### src/rtl/float_to_int.sv
// IEEE-754 binary32 to signed int32 converter, three register stages with a global stall.
// Define FLOAT_TO_INT_RNE_EN for round-to-nearest-even; otherwise truncates toward zero.
module float_to_int (
    input  logic        aclk,
    input  logic        areset,
    input  logic [31:0] s_axis_a_tdata,
    input  logic        s_axis_a_tvalid,
    output logic        s_axis_a_tready,
    output logic [31:0] m_axis_result_tdata,
    output logic        m_axis_result_tvalid,
    input  logic        m_axis_result_tready
);

    logic        advance_s;
    logic        accept_s;
    logic        zero_in_s;
    logic        nan_in_s;
    logic        inf_in_s;

    logic        v1_r;
    logic        sign1_r;
    logic [7:0]  exp1_r;
    logic [23:0] sig1_r;
    logic        zero1_r;
    logic        nan1_r;
    logic        inf1_r;

    logic [31:0] mag_s;
    logic        sat_s;
    logic        sat_neg_s;

    logic        v2_r;
    logic        sign2_r;
    logic [31:0] mag2_r;
    logic        sat2_r;
    logic        sat_neg2_r;

    logic [31:0] mag_rnd_s;
    logic [31:0] result_s;

    logic        out_valid_r;
    logic [31:0] out_data_r;

`ifdef FLOAT_TO_INT_RNE_EN
    logic [55:0] wide_s;
    logic        guard_s;
    logic        sticky_s;
    logic        guard2_r;
    logic        sticky2_r;
`endif

    assign advance_s            = !out_valid_r | m_axis_result_tready;
    assign s_axis_a_tready      = advance_s & !areset;
    assign accept_s             = s_axis_a_tvalid & s_axis_a_tready;
    assign m_axis_result_tvalid = out_valid_r;
    assign m_axis_result_tdata  = out_data_r;

    assign zero_in_s = (s_axis_a_tdata[30:23] == 8'd0);
    assign nan_in_s  = (s_axis_a_tdata[30:23] == 8'd255) && (s_axis_a_tdata[22:0] != 23'd0);
    assign inf_in_s  = (s_axis_a_tdata[30:23] == 8'd255) && (s_axis_a_tdata[22:0] == 23'd0);

`ifdef FLOAT_TO_INT_RNE_EN
    // Fixed-point alignment: bits [55:24] integer part, [23] guard, [22:0] sticky (shift = e+1)
    assign wide_s = {32'd0, sig1_r} << (exp1_r - 8'd126);
`endif

    // Stage 2 combinational: align the significand and classify the saturating cases
    always_comb begin
        mag_s     = 32'd0;
`ifdef FLOAT_TO_INT_RNE_EN
        guard_s   = 1'b0;
        sticky_s  = 1'b0;
`endif
        sat_s     = nan1_r | inf1_r | (exp1_r >= 8'd158);
        sat_neg_s = nan1_r | sign1_r;
`ifdef FLOAT_TO_INT_RNE_EN
        if (!zero1_r && (exp1_r >= 8'd126) && (exp1_r <= 8'd157)) begin
            mag_s    = wide_s[55:24];
            guard_s  = wide_s[23];
            sticky_s = |wide_s[22:0];
        end else begin
            mag_s    = 32'd0;
        end
`else
        if (!zero1_r && (exp1_r >= 8'd150) && (exp1_r <= 8'd157)) begin
            mag_s = {8'd0, sig1_r} << (exp1_r - 8'd150);
        end else if (!zero1_r && (exp1_r >= 8'd127) && (exp1_r < 8'd150)) begin
            mag_s = {8'd0, sig1_r} >> (8'd150 - exp1_r);
        end else begin
            mag_s = 32'd0;
        end
`endif
    end

    // Stage 3 combinational: round (optional), negate and saturate
    always_comb begin
`ifdef FLOAT_TO_INT_RNE_EN
        mag_rnd_s = mag2_r + {31'd0, guard2_r & (sticky2_r | mag2_r[0])};
`else
        mag_rnd_s = mag2_r;
`endif
        if (sat2_r) begin
            result_s = sat_neg2_r ? 32'h8000_0000 : 32'h7FFF_FFFF;
        end else if (sign2_r) begin
            result_s = 32'd0 - mag_rnd_s;
        end else begin
            result_s = mag_rnd_s;
        end
    end

    // Pipeline registers: every stage moves together when the output can advance
    always_ff @(posedge aclk) begin
        if (areset) begin
            v1_r        <= 1'b0;
            sign1_r     <= 1'b0;
            exp1_r      <= 8'd0;
            sig1_r      <= 24'd0;
            zero1_r     <= 1'b0;
            nan1_r      <= 1'b0;
            inf1_r      <= 1'b0;
            v2_r        <= 1'b0;
            sign2_r     <= 1'b0;
            mag2_r      <= 32'd0;
            sat2_r      <= 1'b0;
            sat_neg2_r  <= 1'b0;
`ifdef FLOAT_TO_INT_RNE_EN
            guard2_r    <= 1'b0;
            sticky2_r   <= 1'b0;
`endif
            out_valid_r <= 1'b0;
            out_data_r  <= 32'd0;
        end else if (advance_s) begin
            v1_r        <= accept_s;
            sign1_r     <= s_axis_a_tdata[31];
            exp1_r      <= s_axis_a_tdata[30:23];
            sig1_r      <= {!zero_in_s, s_axis_a_tdata[22:0]};
            zero1_r     <= zero_in_s;
            nan1_r      <= nan_in_s;
            inf1_r      <= inf_in_s;
            v2_r        <= v1_r;
            sign2_r     <= sign1_r;
            mag2_r      <= mag_s;
            sat2_r      <= sat_s;
            sat_neg2_r  <= sat_neg_s;
`ifdef FLOAT_TO_INT_RNE_EN
            guard2_r    <= guard_s;
            sticky2_r   <= sticky_s;
`endif
            out_valid_r <= v2_r;
            out_data_r  <= result_s;
        end else begin
            out_valid_r <= out_valid_r;
            out_data_r  <= out_data_r;
        end
    end

endmodule

### config.mk
export PLATFORM = sky130hd
export DESIGN_NAME = float_to_int
export DESIGN_NICKNAME = d
export VERILOG_FILES = /design/src/rtl/float_to_int.sv
export SDC_FILE = /design/constraint.sdc
export NUM_CORES = 1
export LEC_CHECK = 0
export CAP_MARGIN = 20
export CELL_PAD_IN_SITES_DETAIL_PLACEMENT = 1
export CELL_PAD_IN_SITES_GLOBAL_PLACEMENT = 1
export CORE_AREA = 5 5 193 102
export DETAILED_ROUTE_END_ITERATION = 10
export DIE_AREA = 0 0 198 107
export PLACE_DENSITY = 0.9
export SLEW_MARGIN = 20
export SYNTH_ARGS = -nofsm -noshare
export SYNTH_HDL_FRONTEND = slang
export SYNTH_SLANG_ARGS = --single-unit
### constraint.sdc
create_clock -name aclk -period 4.1 [get_ports aclk]
set_clock_uncertainty 0.1 [all_clocks]
set_input_delay 0.41 -clock aclk [delete_from_list [all_inputs] [get_ports aclk]]
set_output_delay 0.41 -clock aclk [all_outputs]
set_load 0.02 [all_outputs]
==> out/qor.txt <==
SETUP PATH
--------------------------------------------------------------------------------------
Arrival @ worst endpoint                                                       3.71 ns
Biggest fanout along the worst timing path                                           9
CP startpoint kind                                                           flip-flop
Critical path capture point type                                             flip-flop
Category of the most critical setup path                                  flip-flop to flip-flop
Required @ worst endpoint                                                      4.27 ns

DETAILED ROUTING
--------------------------------------------------------------------------------------
Vias after detailed routing                                                       8252
Vias per cell                                                                     6.77
Count of nets left with antenna violations after detail routing                      0
Total DRC errors in the routed layout                                                0
Aggregate routed wire length                                                   30.8 mm
DRC marker count from the first detailed-route iteration                          1092
Detailed-router iteration count before antenna repair                                5
Routed wire per std cell                                                  25.3 microns

WORST HOLD PATH
--------------------------------------------------------------------------------------
Tightest Hold Check Type                                                  flip-flop to flip-flop

PWR
--------------------------------------------------------------------------------------
Share of total power in combinational logic                                      26.8%
Net Sw Frac                                                                      33.5%
Peak supply drop                                                                197 uV
Static leakage                                                                 3.33 nW
Pwr/cell area                                                              335 mW/mm^2
Share of total power in sequential cells                                         38.2%
Share of power burned in the clock network                                       34.9%
Cell internal power dissipation                                                1.99 mW
Net switching power                                                            1.00 mW

PLACED DESIGN
--------------------------------------------------------------------------------------
Count of port buffers added during placement                                        69
Routability congestion estimate from global placement                             1.01
Post-detailed-placement half-perimeter wirelength                              23.0 mm
Instance area after placement                                             0.00857 sq mm
Minimum setup slack after placement                                           0.736 ns

CLOCKING
--------------------------------------------------------------------------------------
Buffers from clock root to sink, at most                                             2
Clock root buffer                                                         sky130_fd_sc_hd__clkbuf_16
Clock slew at the register clock pins of the worst setup and hold paths        0.07 ns
Clock tree from TritonCTS                                                         done
CTS sink count                                                                     106
Total CTS buffers                                                                    9
Clock network latency to the later pin of the worst-skew pair                  0.37 ns
Post-cts repair resize count                                                         0
Total of hold buffers inserted after clock tree synthesis                            0
Setup repair bufs after CTS                                                          0
Count of H-tree levels built during CTS                                              3

TIMING
--------------------------------------------------------------------------------------
Post-route clock period utilization                                              86.2%
Period minus WS final                                                          3.54 ns
Relative slew margins                                                            25.3%
Final WS setup                                                                0.564 ns
Fin. Hold Viols                                                                      0
Worst slack on hold paths                                                     0.341 ns
Maximum operating frequency                                                    283 MHz
Final number of max-transition violations                                            0
Tightest Pin Transition                                                        1.11 ns
Final setup violating endpoints                                                      0
RSZ-0062 raised after global routing                                                no
Setup TNS Final                                                                   0 ns

GLOBAL ROUTE
--------------------------------------------------------------------------------------
Via count of the first global-routing pass                                        7978
Antenna violations before repair                                                     0
Global Route Usage Sum                                                           28.8%
Pin count of the biggest net entering global routing                                61
Aggregate global routing overflow                                                    0
Wire length of the first global-routing pass                                   47.9 mm

DIE
--------------------------------------------------------------------------------------
Effective utilization at floorplan                                               42.7%
I/O pin cnt                                                                         70
Die span in y                                                              107 microns
Die area                                                                  0.0212 sq mm
Standard-cell row count                                                             35
Width of the chip                                                          198 microns
Core footprint                                                            0.0179 sq mm

CELLS AND AREA
--------------------------------------------------------------------------------------
Cell area after layout                                                    0.00892 sq mm
Layout Nets                                                                       1018
Layout cell share with drive strength beyond 1                                   12.0%
Count of inserted antenna diode cells                                                0
Relative area change from synthesis to final layout                              16.9%
Final standard cell utilization of the core                                      49.9%

SYNTHESIS
--------------------------------------------------------------------------------------
Number of enable flip-flop cells after synthesis                                     0
Synthesized area                                                          0.00763 sq mm
Top cell type's share of synthesized area                                        27.8%
Yosys warnings                                                                       0
Largest area contributor in the synthesized netlist                       sky130_fd_sc_hd__dfxtp_1
Register bit count reported by yosys                                               106
Post-synthesis cell type count                                                      63
Predominant post-synthesis flop cell                                      sky130_fd_sc_hd__dfxtp_1
Sequential area share after synthesis                                            27.8%
Mapped Nets                                                                        989
Gate count after technology mapping                                                945
Synth Area per Inst                                                         8.07 sq um
Biggest area contributors in the synthesized netlist                      sky130_fd_sc_hd__dfxtp_1, sky130_fd_sc_hd__nand2_1, sky130_fd_sc_hd__mux4_2
Post-synth ARST share                                                               0%

FLOW RUN
--------------------------------------------------------------------------------------
Number of max-cap violations                                                         0

OUTCOME
--------------------------------------------------------------------------------------
Outcome                                                                   complete, no violations

==> registers in the layout (all words and copies together), names as in the netlist <==
signal and flops:
exp1_r 8, inf1_r 1, m_axis_result_tdata 32, m_axis_result_tvalid 1, mag2_r 32, nan1_r 1, sat2_r 1, sat_neg2_r 1
sig1_r 24, sign1_r 1, sign2_r 1, v1_r 1, v2_r 1, zero1_r 1
==> cell usage after synthesis (5+ instances only) <==
cell type / instances
sky130_fd_sc_hd__nor4_1: 11
sky130_fd_sc_hd__a31oi_1: 16
sky130_fd_sc_hd__a221oi_1: 5
sky130_fd_sc_hd__nand3_1: 15
sky130_fd_sc_hd__a22o_1: 10
sky130_fd_sc_hd__inv_1: 14
sky130_fd_sc_hd__dfxtp_1: 106
sky130_fd_sc_hd__nor2b_1: 5
sky130_fd_sc_hd__xor2_1: 13
sky130_fd_sc_hd__a21oi_1: 69
sky130_fd_sc_hd__mux2_2: 20
sky130_fd_sc_hd__o21ai_1: 15
sky130_fd_sc_hd__clkbuf_1: 65
sky130_fd_sc_hd__a211oi_1: 8
sky130_fd_sc_hd__nand4_1: 11
sky130_fd_sc_hd__o41ai_1: 8
sky130_fd_sc_hd__and3_1: 5
sky130_fd_sc_hd__nor3_1: 13
sky130_fd_sc_hd__o211ai_1: 18
sky130_fd_sc_hd__or3_1: 7
sky130_fd_sc_hd__or2_2: 5
sky130_fd_sc_hd__mux4_2: 29
sky130_fd_sc_hd__xnor2_1: 26
sky130_fd_sc_hd__mux2i_1: 57
sky130_fd_sc_hd__ha_1: 8
sky130_fd_sc_hd__buf_1: 12
sky130_fd_sc_hd__o31ai_1: 17
sky130_fd_sc_hd__nand2_1: 175
sky130_fd_sc_hd__nor2_1: 39
sky130_fd_sc_hd__nand2b_1: 6
sky130_fd_sc_hd__and2_1: 5
sky130_fd_sc_hd__o211a_1: 7
sky130_fd_sc_hd__o21ai_0: 61
==> routing by layer <==
metal	vias to the layer above	track usage (%)	share of wire, %
met1	4113	43.1	45
met3	69	9.26	13
met5	-	0	0
met2	524	40.5	40
met4	0	5.06	1.8
li1	3546	-	-
==> logic make-up (layout without fill, tap and decap cells) <==
group	after synthesis	count (layout)	synth area share (%)
buf+inv	95	129	4.82
flops	106	106	27.8
mux	106	106	19.0
fa+ha+maj	8	8	1.31
compound gates	280	280	24.0
xor+xnor	39	39	4.48
simple gates	311	311	18.6
==> per-stage QoR <==
| stage | cells | power (mW) |
|---|---|---|
| finish | 1219 | 2.99 |
| global route | 1219 | 3.07 |
| CTS | 1219 | 2.96 |
| detailed placement | 1203 | 1.92 |
| global placement | 1203 | 1.90 |
| floorplan | 945 | 1.64 |
==> power by group through the flow <==
stage	Sequential (mW)	Clock, mW	Combinational, mW
after global routing	1.15	1.08	0.841
final	1.14	1.04	0.803
after CTS	1.14	1.05	0.770
after detailed placement	1.16	0	0.761
after global placement	1.16	0	0.743
after floorplan	1.14	0	0.492
==> final timing paths <==
| path | startpoint | endpoint | slack (ns) | depth (start not counted) |
|---|---|---|---|---|
| setup / recovery | exp1_r[1] | mag2_r[1] | 0.56 | 8 |
| hold / removal | m_axis_result_tdata[18] | m_axis_result_tdata[18] | 0.34 | 2 |
| setup reg to reg | exp1_r[1] | mag2_r[1] | 0.56 | 8 |
| hold reg to reg | m_axis_result_tdata[18] | m_axis_result_tdata[18] | 0.34 | 2 |
==> placed cells by master (no fill, tap or decap), types with 10 or more instances in the layout <==
cell / Yosys / final
sky130_fd_sc_hd__mux4_2: 29 / 29
sky130_fd_sc_hd__nor2_1: 39 / 39
sky130_fd_sc_hd__mux2_2: 20 / 20
sky130_fd_sc_hd__a31oi_1: 16 / 16
sky130_fd_sc_hd__o31ai_1: 17 / 17
sky130_fd_sc_hd__clkdlybuf4s50_1: 0 / 68
sky130_fd_sc_hd__nand4_1: 11 / 11
sky130_fd_sc_hd__xor2_1: 13 / 11
sky130_fd_sc_hd__a21oi_1: 69 / 69
sky130_fd_sc_hd__o211ai_1: 18 / 18
sky130_fd_sc_hd__o21ai_0: 61 / 61
sky130_fd_sc_hd__xnor2_1: 26 / 25
sky130_fd_sc_hd__nand2_1: 175 / 175
sky130_fd_sc_hd__nor3_1: 13 / 13
sky130_fd_sc_hd__dfxtp_1: 106 / 105
sky130_fd_sc_hd__nand3_1: 15 / 15
sky130_fd_sc_hd__o21ai_1: 15 / 15
sky130_fd_sc_hd__mux2i_1: 57 / 57
sky130_fd_sc_hd__inv_1: 14 / 14
sky130_fd_sc_hd__nor4_1: 11 / 11
sky130_fd_sc_hd__a22o_1: 10 / 10
sky130_fd_sc_hd__buf_4: 0 / 30
==> cell type report <==
type | count | area [sq um]
fill | 2148 | 8950
multi-input combinational | 744 | 5180
sequential | 106 | 2120
timing repair buffer | 99 | 911
tap | 240 | 300
clock buffer | 9 | 225
clock inverter | 7 | 123
inverter | 14 | 52.6
==> worst max-delay path: stages (launching register included) <==
cell	delay [ns]
sky130_fd_sc_hd__dfxtp_2	0.44
sky130_fd_sc_hd__inv_1	0.18
sky130_fd_sc_hd__ha_1	0.62
sky130_fd_sc_hd__mux2i_1	0.22
sky130_fd_sc_hd__o21ai_0	0.70
sky130_fd_sc_hd__mux2i_1	0.47
sky130_fd_sc_hd__nor3_1	0.28
sky130_fd_sc_hd__o311ai_1	0.14
sky130_fd_sc_hd__a221oi_1	0.28
No activity file was read; power rests on OpenSTA's default activity.
